--- src/rtl/linear_visualizer.sv ---
// linear_visualizer: per-bin amplitude/position -> LED colour and LED share; optional LV_REMAINDER_FILL_EN.
// Latency: start rising edge to data_v = 2 + BIN_QTY + BIN_QTY*(QW+1) cycles, +1 with LV_REMAINDER_FILL_EN.
// Backpressure: none; start edges are ignored while busy, results held in VALID until the next start edge.
module linear_visualizer #(
    parameter int W                   = 6,
    parameter int D                   = 10,
    parameter int LEDS                = 50,
    parameter int BIN_QTY             = 12,
    parameter int steadyBright        = 0,
    parameter int LEDFloor            = 102,
    parameter int LEDLimit            = 1023,
    parameter int SaturationAmplifier = 1638,
    parameter int yellowToRedSlope    = 21824,
    parameter int redToBlueSlope      = 43648,
    parameter int blueToYellowSlope   = 65472
) (
    input  logic                                 clk,
    input  logic                                 rst,
    input  logic                                 start,
    input  logic [BIN_QTY-1:0][W+D-1:0]          noteAmplitudes,
    input  logic [BIN_QTY-1:0][W+D-1:0]          notePositions,
    output logic [BIN_QTY-1:0][23:0]             rgb,
    output logic [BIN_QTY-1:0][$clog2(LEDS)-1:0] LEDCounts,
    output logic                                 data_v
);
    localparam int DW = W + D;
    localparam int TW = DW + $clog2(BIN_QTY);
    localparam int CW = $clog2(LEDS);
    localparam int QW = $clog2(LEDS + 1);
    localparam int RW = TW + QW;
    localparam int BW = (BIN_QTY > 1) ? $clog2(BIN_QTY) : 1;
    localparam int SW = $clog2(QW + 1);
    localparam int PW = 2 * DW + 2;

    localparam logic [DW-1:0] FLOOR  = DW'(LEDFloor);
    localparam logic [DW-1:0] LIMIT  = DW'(LEDLimit);
    localparam logic [DW-1:0] WRAP   = DW'(24 << D);
    localparam logic [DW-1:0] SEG_RB = DW'(12 << D);
    localparam logic [DW-1:0] SEG_BY = DW'(18 << D);

    typedef enum logic [2:0] {IDLE, LATCH, SUM, DIV, FILL, VALID} state_t;

    state_t                        state;
    logic                          start_q;
    logic [BIN_QTY-1:0][DW-1:0]    amp_l;
    logic [BIN_QTY-1:0][DW-1:0]    pos_l;
    logic [BIN_QTY-1:0][DW-1:0]    abin;
    logic [BIN_QTY-1:0][23:0]      rgb_w;
    logic [BIN_QTY-1:0][CW-1:0]    cnt_w;
    logic [BIN_QTY-1:0][CW-1:0]    cnt_next;
    logic [TW-1:0]                 total;
    logic [BW-1:0]                 bin;
    logic [SW-1:0]                 step;
    logic [RW-1:0]                 rem;
    logic [QW-1:0]                 quo;

    // Per-bin colour/brightness datapath, evaluated on the bin selected during SUM
    logic [DW-1:0]   amp_c, a_c, bright, p_c, x_c;
    logic [PW-1:0]   sat_prod, sat_sh, slope_c, ramp_prod, ramp_sh;
    logic [7:0]      r_c, c_r, c_g, c_b;
    logic [DW+7:0]   pr_r, pr_g, pr_b;
    logic [23:0]     rgb_c;

    always_comb begin
        amp_c    = amp_l[bin];
        a_c      = (amp_c > FLOOR) ? amp_c - FLOOR : '0;
        sat_prod = PW'(a_c) * PW'(SaturationAmplifier);
        sat_sh   = sat_prod >> D;
        if (steadyBright != 0)
            bright = (a_c != '0) ? LIMIT : '0;
        else
            bright = (sat_sh > PW'(LEDLimit)) ? LIMIT : DW'(sat_sh);

        p_c = pos_l[bin];
        if (p_c >= WRAP)
            p_c = p_c - WRAP;

        if (p_c < SEG_RB) begin
            x_c     = p_c;
            slope_c = PW'(yellowToRedSlope);
        end else if (p_c < SEG_BY) begin
            x_c     = p_c - SEG_RB;
            slope_c = PW'(redToBlueSlope);
        end else begin
            x_c     = p_c - SEG_BY;
            slope_c = PW'(blueToYellowSlope);
        end
        ramp_prod = PW'(x_c) * slope_c;
        ramp_sh   = ramp_prod >> (2 * D);
        r_c       = (ramp_sh > PW'(255)) ? 8'hFF : 8'(ramp_sh);

        if (p_c < SEG_RB) begin
            c_r = 8'hFF;        c_g = 8'hFF - r_c;  c_b = 8'h00;
        end else if (p_c < SEG_BY) begin
            c_r = 8'hFF - r_c;  c_g = 8'h00;        c_b = r_c;
        end else begin
            c_r = r_c;          c_g = r_c;          c_b = 8'hFF - r_c;
        end

        pr_r  = (DW+8)'(c_r) * (DW+8)'(bright);
        pr_g  = (DW+8)'(c_g) * (DW+8)'(bright);
        pr_b  = (DW+8)'(c_b) * (DW+8)'(bright);
        rgb_c = (a_c == '0) ? 24'h0 : {8'(pr_r >> D), 8'(pr_g >> D), 8'(pr_b >> D)};
    end

    // Restoring divider: one quotient bit per cycle, MSB first
    logic [SW-1:0] div_sh;
    logic [RW-1:0] trial;
    logic          ge;
    logic [QW-1:0] q_next;

    always_comb begin
        div_sh = SW'(QW) - step;
        trial  = RW'(total) << div_sh;
        ge     = (rem >= trial);
        q_next = quo | (QW'(ge) << div_sh);
    end

`ifdef LV_REMAINDER_FILL_EN
    localparam int SUMW = $clog2(LEDS * BIN_QTY + 1);
    logic [BW-1:0]   max_idx;
    logic [DW-1:0]   max_val;
    logic [SUMW-1:0] sum_c, fill_c;

    always_comb begin
        sum_c = '0;
        for (int i = 0; i < BIN_QTY; i++)
            sum_c = sum_c + SUMW'(cnt_w[i]);
        fill_c = SUMW'(LEDS) - sum_c;
    end
`endif

    always_comb begin
        cnt_next = cnt_w;
        if (state == DIV && step == SW'(QW))
            cnt_next[bin] = (total == '0) ? '0 : CW'(q_next);
`ifdef LV_REMAINDER_FILL_EN
        if (state == FILL && total != '0)
            cnt_next[max_idx] = cnt_w[max_idx] + CW'(fill_c);
`endif
    end

    always_ff @(posedge clk) begin
        if (rst) begin
            state     <= IDLE;
            start_q   <= 1'b0;
            amp_l     <= '0;
            pos_l     <= '0;
            abin      <= '0;
            rgb_w     <= '0;
            cnt_w     <= '0;
            total     <= '0;
            bin       <= '0;
            step      <= '0;
            rem       <= '0;
            quo       <= '0;
            rgb       <= '0;
            LEDCounts <= '0;
            data_v    <= 1'b0;
`ifdef LV_REMAINDER_FILL_EN
            max_idx   <= '0;
            max_val   <= '0;
`endif
        end else begin
            start_q <= start;
            cnt_w   <= cnt_next;
            case (state)
                IDLE, VALID: begin
                    if (start && !start_q) begin
                        state  <= LATCH;
                        data_v <= 1'b0;
                    end
                end
                LATCH: begin
                    amp_l <= noteAmplitudes;
                    pos_l <= notePositions;
                    total <= '0;
                    bin   <= '0;
                    state <= SUM;
                end
                SUM: begin
                    abin[bin]  <= a_c;
                    rgb_w[bin] <= rgb_c;
                    total      <= total + TW'(a_c);
`ifdef LV_REMAINDER_FILL_EN
                    if (bin == '0 || a_c > max_val) begin
                        max_val <= a_c;
                        max_idx <= bin;
                    end
`endif
                    if (bin == BW'(BIN_QTY - 1)) begin
                        bin   <= '0;
                        step  <= '0;
                        state <= DIV;
                    end else begin
                        bin <= bin + 1'b1;
                    end
                end
                DIV: begin
                    if (step == '0) begin
                        rem  <= RW'(abin[bin]) * RW'(LEDS);
                        quo  <= '0;
                        step <= step + 1'b1;
                    end else begin
                        if (ge)
                            rem <= rem - trial;
                        quo <= q_next;
                        if (step == SW'(QW)) begin
                            step <= '0;
                            if (bin == BW'(BIN_QTY - 1)) begin
                                bin <= '0;
`ifdef LV_REMAINDER_FILL_EN
                                state <= FILL;
`else
                                state     <= VALID;
                                data_v    <= 1'b1;
                                rgb       <= rgb_w;
                                LEDCounts <= cnt_next;
`endif
                            end else begin
                                bin <= bin + 1'b1;
                            end
                        end else begin
                            step <= step + 1'b1;
                        end
                    end
                end
`ifdef LV_REMAINDER_FILL_EN
                FILL: begin
                    state     <= VALID;
                    data_v    <= 1'b1;
                    rgb       <= rgb_w;
                    LEDCounts <= cnt_next;
                end
`endif
                default: state <= IDLE;
            endcase
        end
    end
endmodule

--- config.mk ---
export PLATFORM = sky130hd
export DESIGN_NAME = linear_visualizer
export DESIGN_NICKNAME = d
export VERILOG_FILES = /design/src/rtl/linear_visualizer.sv
export SDC_FILE = /design/constraint.sdc
export NUM_CORES = 2
export LEC_CHECK = 0
export CAP_MARGIN = 20
export CORE_UTILIZATION = 30
export CTS_BUF_LIST = sky130_fd_sc_hd__clkbuf_8 sky130_fd_sc_hd__clkbuf_16
export CTS_CLUSTER_SIZE = 25
export DETAILED_ROUTE_END_ITERATION = 8
export HOLD_SLACK_MARGIN = 0.1
export SETUP_SLACK_MARGIN = 0.4
export SYNTH_ARGS = -nofsm -noshare
export SYNTH_HDL_FRONTEND = slang
export SYNTH_SLANG_ARGS = --single-unit
--- constraint.sdc ---
create_clock -name clk -period 21.2 [get_ports clk]
set_input_delay 4.24 -clock clk [delete_from_list [all_inputs] [get_ports clk]]
set_output_delay 4.24 -clock clk [all_outputs]
set_load 0.05 [all_outputs]
==> flow_summary.json <==
{
  "stdcell_count": 12380,
  "hold_viol": 0,
  "clock_latency_ps": 840,
  "min_path_type": "register to register",
  "post_cts_buffers": 0,
  "synth_edf_count": 0,
  "clockBufferDepth": 3,
  "min-delay-start": "rgb_w[219]",
  "start_util_pct": 30.30,
  "clk_pin_slew_ps": 60,
  "cts_tree": "built",
  "post-route-min-period_ps": 17080,
  "worstMarginPinSlew_ps": 1132,
  "setup-tns-final_ps": 0,
  "yosysWarningCount": 0,
  "top_level_ports": 748,
  "grt_max_degree": 222,
  "grt_pass1_wl_um": 374400,
  "yosys_register_bits": 1354,
  "synth_most_common_cell": "nand2_1",
  "crit_path_end_kind": "register",
  "clock_sinks": 1354,
  "rows": 178,
  "drt-vias-per-instance": 5.054,
  "grt.total_usage_pct": 20.00,
  "htreeDepth": 4,
  "worstPathArrival_ps": 17720,
  "r2r_start": "bin[3]",
  "antenna_found_initial": 18,
  "slew_headroom_pct": 24.55,
  "slowest_stage": "nor2b_1",
  "syn_area_um2": 71530,
  "synth-adder-area-share_pct": 15.96,
  "gp_congestion": 0.8911,
  "placed_cells": 12100,
  "dr_total_vias": 62550,
  "syn_to_final_growth_pct": 21.79,
  "synth_xor_area_share_pct": 1.677,
  "maxSlewViolCount": 0,
  "root_buffer": "clkbuf_16",
  "drtPass1Iterations": 7,
  "synthArstFlopShare_pct": 0,
  "synth_compound_area_share_pct": 14.01,
  "ys.flop_type": "dfxtp_1",
  "synth_area_leader_cell": "dfxtp_1",
  "path_class": "register to register",
  "cts_hold_buf": 0,
  "drtAntennaViolNets": 0,
  "final.period_utilization_pct": 80.54,
  "nNetsFinal": 10200,
  "muxShareOfSynthArea_pct": 5.778,
  "grt_setup_unrepaired": "false",
  "crit_fanout": 38,
  "numPortBuffers": 747,
  "die_h_um": 490.3,
  "critical_path_required_ps": 21850,
  "syn_inst": 8600,
  "fp.dieArea_um2": 240400,
  "drc": 0,
  "ys_types": 83,
  "cpMostUsedCell": "inv_1",
  "setup_violations": 0,
  "cts-resized-gates": 0,
  "synth_area_leaders": "dfxtp_1 (38%), nand2_1 (12%), fa_1 (9.3%), a21oi_1 (8.1%), ha_1 (6.7%)",
  "critical-path-max-stage-delay_ps": 910,
  "overflow": 0,
  "wl_per_cell_um": 19.99,
  "hpwlAfterDp_um": 179700,
  "synth_top_area_share_pct": 37.89,
  "run_status": "finished clean",
  "ys_seq_area_share_pct": 37.89,
  "drive_gt1_share_pct": 6.367,
  "synth_top_family_by_area": "simple AND/OR/NAND/NOR gates",
  "fmax_mhz": 58.56,
  "wl_um": 247400,
  "critPathLaunch": "bin[3]",
  "start_kind": "register",
  "fin_skew_ps": 91.89,
  "cts_made_buffers": 148,
  "grt_pass1_vias": 61280,
  "core_um2": 236100,
  "postSynthAreaPerCell_um2": 8.318,
  "die_w_um": 490.3,
  "synthTopCellsByCount": "nand2_1 (2,193), dfxtp_1 (1,354), a21oi_1 (1,156)",
  "synth_simple_gate_area_share_pct": 18.50,
  "drt_iter0_markers": 4862,
  "cap_violations": 0
}
## worst max-delay path, delay by kind of cell (launching register included)
family / cells / cell delay [ps]
xor+xnor: 3 / 480
fa+ha+maj: 13 / 5650
buf+inv: 10 / 1050
simple gates: 13 / 4300
compound gates: 17 / 4530
flops: 1 / 850
## per-layer routing
metal  GRT usage (%)  share of wire [%]  vias up  wire, um
met5               0              0.065        -       162
li1                -                  -    29450         -
met3           3.524                7.1      388     17630
met4           7.341                3.5       22      8756
met1           25.95                 43    30440    105200
met2           33.05                 47     2243    115600
## per-stage QoR
stage | setup WS (ps) | cell area (um^2) | util, % | hold WS (ps)
global route | 3017 | 87110 | 36.90 | 422.7
floorplan | 6355 | 71830 | - | 424.9
global placement | 4494 | 82010 | 34.74 | 436.8
CTS | 4197 | 87050 | 36.88 | 401.2
finish | 4125 | 87120 | 36.90 | 408.9
detailed placement | 4269 | 82020 | 34.74 | 443.6
## placed cells by master (no fill, tap or decap), drive strengths merged, types with 32 or more instances in the layout
cell / n
a21o: 44
a21oi: 1156
a22oi: 64
a31oi: 33
and2: 36
and3: 33
buf: 127
clkbuf: 178
clkdlybuf4s50: 746
clkinv: 37
conb: 81
dfxtp: 1354
fa: 332
ha: 381
inv: 587
mux2i: 75
mux4: 141
nand2: 2194
nand3: 239
nor2: 494
nor2b: 32
nor3: 48
o21ai: 218
o21bai: 35
o22ai: 48
o31ai: 39
xnor2: 99
xor2: 38
## state kept, by name, indices dropped and copies added, names as in the netlist, 26 cells and up
| register | cells |
|---|---|
| abin | 192 |
| rgb | 288 |
| pos_l | 192 |
| rem | 26 |
| cnt_w | 66 |
| rgb_w | 288 |
| LEDCounts | 72 |
| amp_l | 192 |
## path summary, 6_finish.rpt
| check | to | slack, ps | cells after the start |
|---|---|---|---|
| min reg2reg | rgb[219] | 410 | 2 |
| min | rgb[219] | 410 | 2 |
| max | rgb_w[269] | 4120 | 56 |
| max reg2reg | rgb_w[269] | 4120 | 56 |
## logic make-up after synthesis
family,count (synthesis)
mux,233
simple gates,3232
xor+xnor,137
compound gates,1783
other cells,2
buf+inv,1146
flops,1354
fa+ha+maj,713
## cell type report
class	instances	area (um^2)
diodes	6	15.01
clock buffers	178	4128
clock inverters	91	904.6
fillers	24090	149000
inverters	544	2047
multi-input cells	6179	40450
flip-flops and latches	1354	27120
well taps	3150	3941
repair buffers	873	8518
Power is not shown: default switching activity piles up to over one toggle a cycle in this logic, so the estimate is an artifact.
